$ cat config.mk
export PLATFORM = sky130hd
export DESIGN_NAME = npc_clint_axi_slave
export DESIGN_NICKNAME = d
export VERILOG_FILES = /design/src/rtl/npc_clint_axi_slave.sv
export SDC_FILE = /design/constraint.sdc
export NUM_CORES = 1
export LEC_CHECK = 0
export CAP_MARGIN = 15
export CORE_MARGIN = 2
export CORE_UTILIZATION = 35
export CTS_CLUSTER_DIAMETER = 60
export DETAILED_ROUTE_END_ITERATION = 12
export HOLD_SLACK_MARGIN = 0.05
export MAX_ROUTING_LAYER = met4
export PLACE_DENSITY = 0.63
export SYNTH_ARGS = -nofsm -noshare
export SYNTH_HDL_FRONTEND = slang
export SYNTH_SLANG_ARGS = --single-unit
$ cat constraint.sdc
create_clock -name clock -period 6.9 [get_ports clock]
set_input_delay 1.035 -clock clock [delete_from_list [all_inputs] [get_ports clock]]
set_output_delay 1.035 -clock clock [all_outputs]
set_load 0.005 [all_outputs]
$ cat src/rtl/npc_clint_axi_slave.sv
// npc_clint_axi_slave
// Core-local timer (CLINT mtime) behind the core's AXI4 master port.
// mtime is read-only: reads return a 64-bit snapshot captured at AR
// acceptance, so both halves of a two-beat read are consistent. Writes
// are drained and answered with SLVERR.
//
// Ports
//   clock, reset          system clock, synchronous active-high reset
//   s_aw* / s_w* / s_b*   AXI4 write channels (data discarded, bresp=SLVERR)
//   s_ar* / s_r*          AXI4 read channels (mtime window at BASE_ADDR)
//   mtime                 live timer value for interrupt logic
//
// Read FSM
//   state  | meaning
//   R_IDLE | waiting for AR, s_arready high
//   R_DATA | presenting beats of the latched burst
// Write FSM
//   state  | meaning
//   W_IDLE | waiting for AW, s_awready high
//   W_DATA | draining W beats until wlast
//   W_RESP | holding SLVERR B response until bready
module npc_clint_axi_slave #(
  parameter logic [31:0] BASE_ADDR = 32'h0200_0000,
  parameter int unsigned PRESCALE  = 1,
  parameter int unsigned ID_W      = 4
) (
  input  logic            clock,
  input  logic            reset,
  input  logic            s_awvalid,
  output logic            s_awready,
  input  logic [31:0]     s_awaddr,
  input  logic [ID_W-1:0] s_awid,
  input  logic [7:0]      s_awlen,
  input  logic            s_wvalid,
  output logic            s_wready,
  input  logic [31:0]     s_wdata,
  input  logic [3:0]      s_wstrb,
  input  logic            s_wlast,
  output logic            s_bvalid,
  input  logic            s_bready,
  output logic [1:0]      s_bresp,
  output logic [ID_W-1:0] s_bid,
  input  logic            s_arvalid,
  output logic            s_arready,
  input  logic [31:0]     s_araddr,
  input  logic [ID_W-1:0] s_arid,
  input  logic [7:0]      s_arlen,
  output logic            s_rvalid,
  input  logic            s_rready,
  output logic [31:0]     s_rdata,
  output logic [1:0]      s_rresp,
  output logic [ID_W-1:0] s_rid,
  output logic            s_rlast,
  output logic [63:0]     mtime
);

  localparam int unsigned PS_W = (PRESCALE > 1) ? $clog2(PRESCALE) : 1;
  localparam logic [PS_W-1:0] PS_LAST = PS_W'(PRESCALE - 1);

  // Write address/data content is intentionally ignored.
  wire w_unused = ^{s_awaddr, s_awlen, s_wdata, s_wstrb};

  // ---------------------------------------------------------------- timer
  logic [PS_W-1:0] r_prescale;
  logic [63:0]     r_mtime;
  wire             w_tick = (r_prescale == PS_LAST);

  always_ff @(posedge clock) begin
    if (reset) begin
      r_prescale <= '0;
      r_mtime    <= '0;
    end else if (w_tick) begin
      r_prescale <= '0;
      r_mtime    <= r_mtime + 64'd1;
    end else begin
      r_prescale <= r_prescale + PS_W'(1);
    end
  end

  assign mtime = r_mtime;

  // ------------------------------------------------------------ read path
  typedef enum logic {R_IDLE, R_DATA} rstate_t;

  rstate_t         r_rstate;
  rstate_t         w_rstate_nxt;
  logic [31:0]     r_raddr;
  logic [ID_W-1:0] r_rid;
  logic [7:0]      r_rlen;
  logic [7:0]      r_rbeat;
  logic [63:0]     r_snap;

  wire w_ar_hs = s_arvalid && s_arready;
  wire w_r_hs  = s_rvalid && s_rready;

  // Every beat is range/alignment checked on its own address, so a burst
  // may straddle the window edge and mix OKAY and SLVERR beats.
  wire [31:0] w_beat_addr = r_raddr + {22'd0, r_rbeat, 2'b00};
  wire [31:0] w_beat_off  = w_beat_addr - BASE_ADDR;
  wire        w_beat_ok   = (w_beat_off < 32'd8) && (w_beat_addr[1:0] == 2'b00);
  wire        w_beat_last = (r_rbeat == r_rlen);

  always_ff @(posedge clock) begin
    if (reset) r_rstate <= R_IDLE;
    else       r_rstate <= w_rstate_nxt;
  end

  always_ff @(posedge clock) begin
    if (reset) begin
      r_raddr <= '0;
      r_rid   <= '0;
      r_rlen  <= '0;
      r_rbeat <= '0;
      r_snap  <= '0;
    end else if (w_ar_hs) begin
      r_raddr <= s_araddr;
      r_rid   <= s_arid;
      r_rlen  <= s_arlen;
      r_rbeat <= '0;
      r_snap  <= r_mtime;
    end else if (w_r_hs && !w_beat_last) begin
      r_rbeat <= r_rbeat + 8'd1;
    end
  end

  always_comb begin
    w_rstate_nxt = r_rstate;
    s_arready    = 1'b0;
    s_rvalid     = 1'b0;
    s_rdata      = '0;
    s_rresp      = 2'b00;
    s_rid        = '0;
    s_rlast      = 1'b0;
    case (r_rstate)
      R_IDLE: begin
        s_arready = !reset;
        if (s_arvalid && !reset) w_rstate_nxt = R_DATA;
      end
      R_DATA: begin
        s_rvalid = 1'b1;
        s_rid    = r_rid;
        s_rlast  = w_beat_last;
        if (w_beat_ok) begin
          s_rdata = w_beat_off[2] ? r_snap[63:32] : r_snap[31:0];
          s_rresp = 2'b00;
        end else begin
          s_rdata = '0;
          s_rresp = 2'b10;
        end
        if (s_rready && w_beat_last) w_rstate_nxt = R_IDLE;
      end
      default: w_rstate_nxt = R_IDLE;
    endcase
  end

  // ----------------------------------------------------------- write path
  typedef enum logic [1:0] {W_IDLE, W_DATA, W_RESP} wstate_t;

  wstate_t         r_wstate;
  wstate_t         w_wstate_nxt;
  logic [ID_W-1:0] r_awid;

  wire w_aw_hs = s_awvalid && s_awready;

  always_ff @(posedge clock) begin
    if (reset) r_wstate <= W_IDLE;
    else       r_wstate <= w_wstate_nxt;
  end

  always_ff @(posedge clock) begin
    if (reset)        r_awid <= '0;
    else if (w_aw_hs) r_awid <= s_awid;
  end

  always_comb begin
    w_wstate_nxt = r_wstate;
    s_awready    = 1'b0;
    s_wready     = 1'b0;
    s_bvalid     = 1'b0;
    s_bresp      = 2'b00;
    s_bid        = '0;
    case (r_wstate)
      W_IDLE: begin
        s_awready = !reset;
        if (s_awvalid && !reset) w_wstate_nxt = W_DATA;
      end
      W_DATA: begin
        s_wready = 1'b1;
        if (s_wvalid && s_wlast) w_wstate_nxt = W_RESP;
      end
      W_RESP: begin
        s_bvalid = 1'b1;
        s_bresp  = 2'b10;
        s_bid    = r_awid;
        if (s_bready) w_wstate_nxt = W_IDLE;
      end
      default: w_wstate_nxt = W_IDLE;
    endcase
  end

endmodule
==> impl_results.md <==
* First-pass GRT wire length at 39.8 mm
* Initial Util at 35.5%
* Worst Hold Launch: r_rid[3]$_SDFFE_PP0P_
* Initial antenna violation count at 0
* Clock transition at path regs at 70 ps
* H-tree Lvls at 4
* Top cell type's share of synthesized area at 40.9%
* WP buf/inv at 1
* PD cells at 199 nW/um2
* Vias in the first global route at 7418
* Number of CTS-inserted buffers at 17
* Skew final at 12.6 ps
* Top cell family by delay on the critical path: simple AND/OR/NAND/NOR gates
* Tot Pwr at 2.32 mW
* HP Class: reg2reg
* Worst-skew pair later-pin latency at 440 ps
* Total GRT Usage at 18.2%
* Setup slack at placement at 857 ps
* Die X at 166 um
* Antenna Nets Post-Route at 0
* Placer Congestion at 0.872
* # hold bufs at CTS at 0
* Post-synth EDFFs at 0
* Vias per cell at 4.95
* I/O pins at 246
* Setup WS post-layout at 347 ps
* Synth area leader: dfxtp_1
* Count of final hold-check violations at 0
* Pleak at 3.87 nW
* Synth Register Bits at 188
* Outcome: completed
* CP peak stage delay at 1010 ps
* Worst Setup End Kind: output pin
* Arr. time, crit path at 5520 ps
* GRT overflow at 0
* Die area at 27600 um2
* Clock Path Buffers at 2
* Largest net degree at the start of global routing at 86
* Routed WL at 24.4 mm
* Max-slew headroom at 49.9%
* Syn avg cell area at 8.42 um2
* Post-synth ARST share at 0%
* Synth area leaders: dfxtp_1 (41%), nand2b_1 (7.4%), o21ai_0 (7.0%)
* Final setup fails at 0
* Area Overhead vs Synth at 26.6%
* Tightest Pin Transition at 751 ps
* CP startpoint: r_rbeat[0]$_SDFFE_PP0P_
* Cell Area, Synth at 9200 um2
* Crit Path Max Fanout at 22
* Worst Path Required at 5860 ps
* Max-slew violation count at 0
* Critical-path top delay cell: or4_2
* Post-CTS setup buffer count at 0
* CTS tree: built
* Commonest non-fill, non-tap cell in the layout: dfxtp_1
* Cells after synthesis at 1093
* Tcrit/Tclk final at 95.0%
* Layout cells sized above 1 at 6.97%
* Dpl hpwl at 16.8 mm
* Max Cap Viol at 0
* CTS sink cnt at 188
* Setup Total Neg Slack at 0 ps
* Most frequent cells in the layout: dfxtp_1 (188), clkdlybuf4s50_1 (166), nand2_1 (143), o21ai_0 (128), nand2b_1 (109)
* PortBufs at 167
* Fill count at 2547
* # diodes at 0
* Initial DRC Count at 428
* Worst setup path category: reg2out
* Peak supply drop at 0.140 mV
* Post-layout minimum cycle time at 6550 ps
* Synth Flop Type: dfxtp_1
* Worst-path cell chain: ha_2, fa_1, a211o_1, a221o_1, o21ai_2, nand2b_1, nor3_1, nand2_1, xor2_1, ha_1, xor2_1, xnor2_1, or4_2, nor3_1, clkdlybuf4s50_1
* Root Driver: clkbuf_16
* Core box area at 25900 um2
* CP startpoint kind: flip-flop
* Unrepaired setup endpoints after global routing: false
* Yosys warning count at 0
* Pre-antenna DRT Iters at 4
* Via count at 7761
* DIE HEIGHT at 166 um
* Site Rows at 59
* Routed length per instance at 15.6 um
* Post-synthesis sequential area ratio at 40.9%
* F_max at 153 MHz
* Post-cts sizing count at 0
* Synth cell types at 64
* FF-to-FF Start: mtime[3]$_SDFFE_PP0N_
* Post-route DRC violation count at 0
* Fin nets at 1365
[where the power goes]
group,switching [mW],internal (mW),total (mW)
Combinational,0.0957,0.0922,0.188
Sequential,0.0294,1.11,1.14
Clock,0.469,0.521,0.990
Total,0.594,1.72,2.32
[sequential cells by signal, summed over array words and instances, names as in the netlist]
signal / flops
r_snap: 64
r_awid: 4
mtime: 64
r_wstate: 2
r_rid: 4
r_prescale: 1
r_rbeat: 8
r_raddr: 32
r_rstate: 1
r_rlen: 8
[final timing paths]
path / endpoint / slack (ps) / cells after the start
setup / recovery: s_rdata[31] / 350 / 15
hold / removal: r_rid[3]$_SDFFE_PP0P_ / 470 / 2
setup reg to reg: mtime[53]$_SDFFE_PP0N_ / 3890 / 7
hold reg to reg: r_rid[3]$_SDFFE_PP0P_ / 470 / 2
[layer usage]
| metal | vias to the layer above | GRT usage [%] | share of wire (%) | wire length (um) |
|---|---|---|---|---|
| met1 | 3607 | 23.7 | 48 | 11800 |
| met5 | - | - | 0 | 0 |
| met3 | 24 | 4.86 | 5.4 | 1330 |
| li1 | 3968 | - | - | - |
| met2 | 162 | 28.2 | 45 | 11000 |
| met4 | 0 | 4.27 | 1.3 | 315 |
[per-stage QoR]
stage	cell area, um2	std cells	util, %	hold WS, ps
after floorplan	9210	1095	-	445
after global placement	11100	1537	42.7	459
after detailed placement	11100	1537	42.7	462
after CTS	11700	1569	45.0	474
after global routing	11700	1569	45.0	492
final	11700	1569	45.0	472
[worst reg2reg max path, delay by kind of cell (launching register included)]
kind,cells,cell delay (ps)
and+or+nand+nor,6,2270
DFF,1,470
xor gates and xnor gates,1,150
[Yosys cell counts, types with 4 or more instances]
| master | n |
|---|---|
| a21oi_1 | 17 |
| and2_1 | 18 |
| and3_1 | 13 |
| and4_1 | 10 |
| buf_2 | 6 |
| clkbuf_1 | 53 |
| dfxtp_1 | 188 |
| ha_1 | 11 |
| inv_1 | 13 |
| mux2i_1 | 35 |
| nand2_1 | 143 |
| nand2b_1 | 109 |
| nand3_1 | 30 |
| nand4_1 | 23 |
| nor2_1 | 77 |
| nor2b_1 | 6 |
| nor3_1 | 14 |
| nor3_2 | 32 |
| nor4_1 | 5 |
| o2111ai_1 | 4 |
| o21ai_0 | 128 |
| o31ai_1 | 4 |
| or3_1 | 12 |
| xnor2_1 | 40 |
| xor2_1 | 44 |
[logic make-up after synthesis]
family | after synthesis | synth area share [%]
compound gates | 178 | 10.9
mux | 35 | 3.81
fa+ha+maj | 12 | 1.71
simple gates | 514 | 30.9
buf+inv | 81 | 3.77
xor+xnor | 84 | 7.99
other cells | 1 | 0.0407
flops | 188 | 40.9
[layout make-up]
type	instances	area [um2]	area share, %
clock buffer	18	439	3.77
sequential	188	3760	32.3
multi-input combinational	826	5110	43.8
inverter	13	48.8	0.419
timing repair buffer	175	1730	14.8
tap	335	419	3.60
clock inverter	14	149	1.28
No activity file was read; power rests on OpenSTA's default activity.
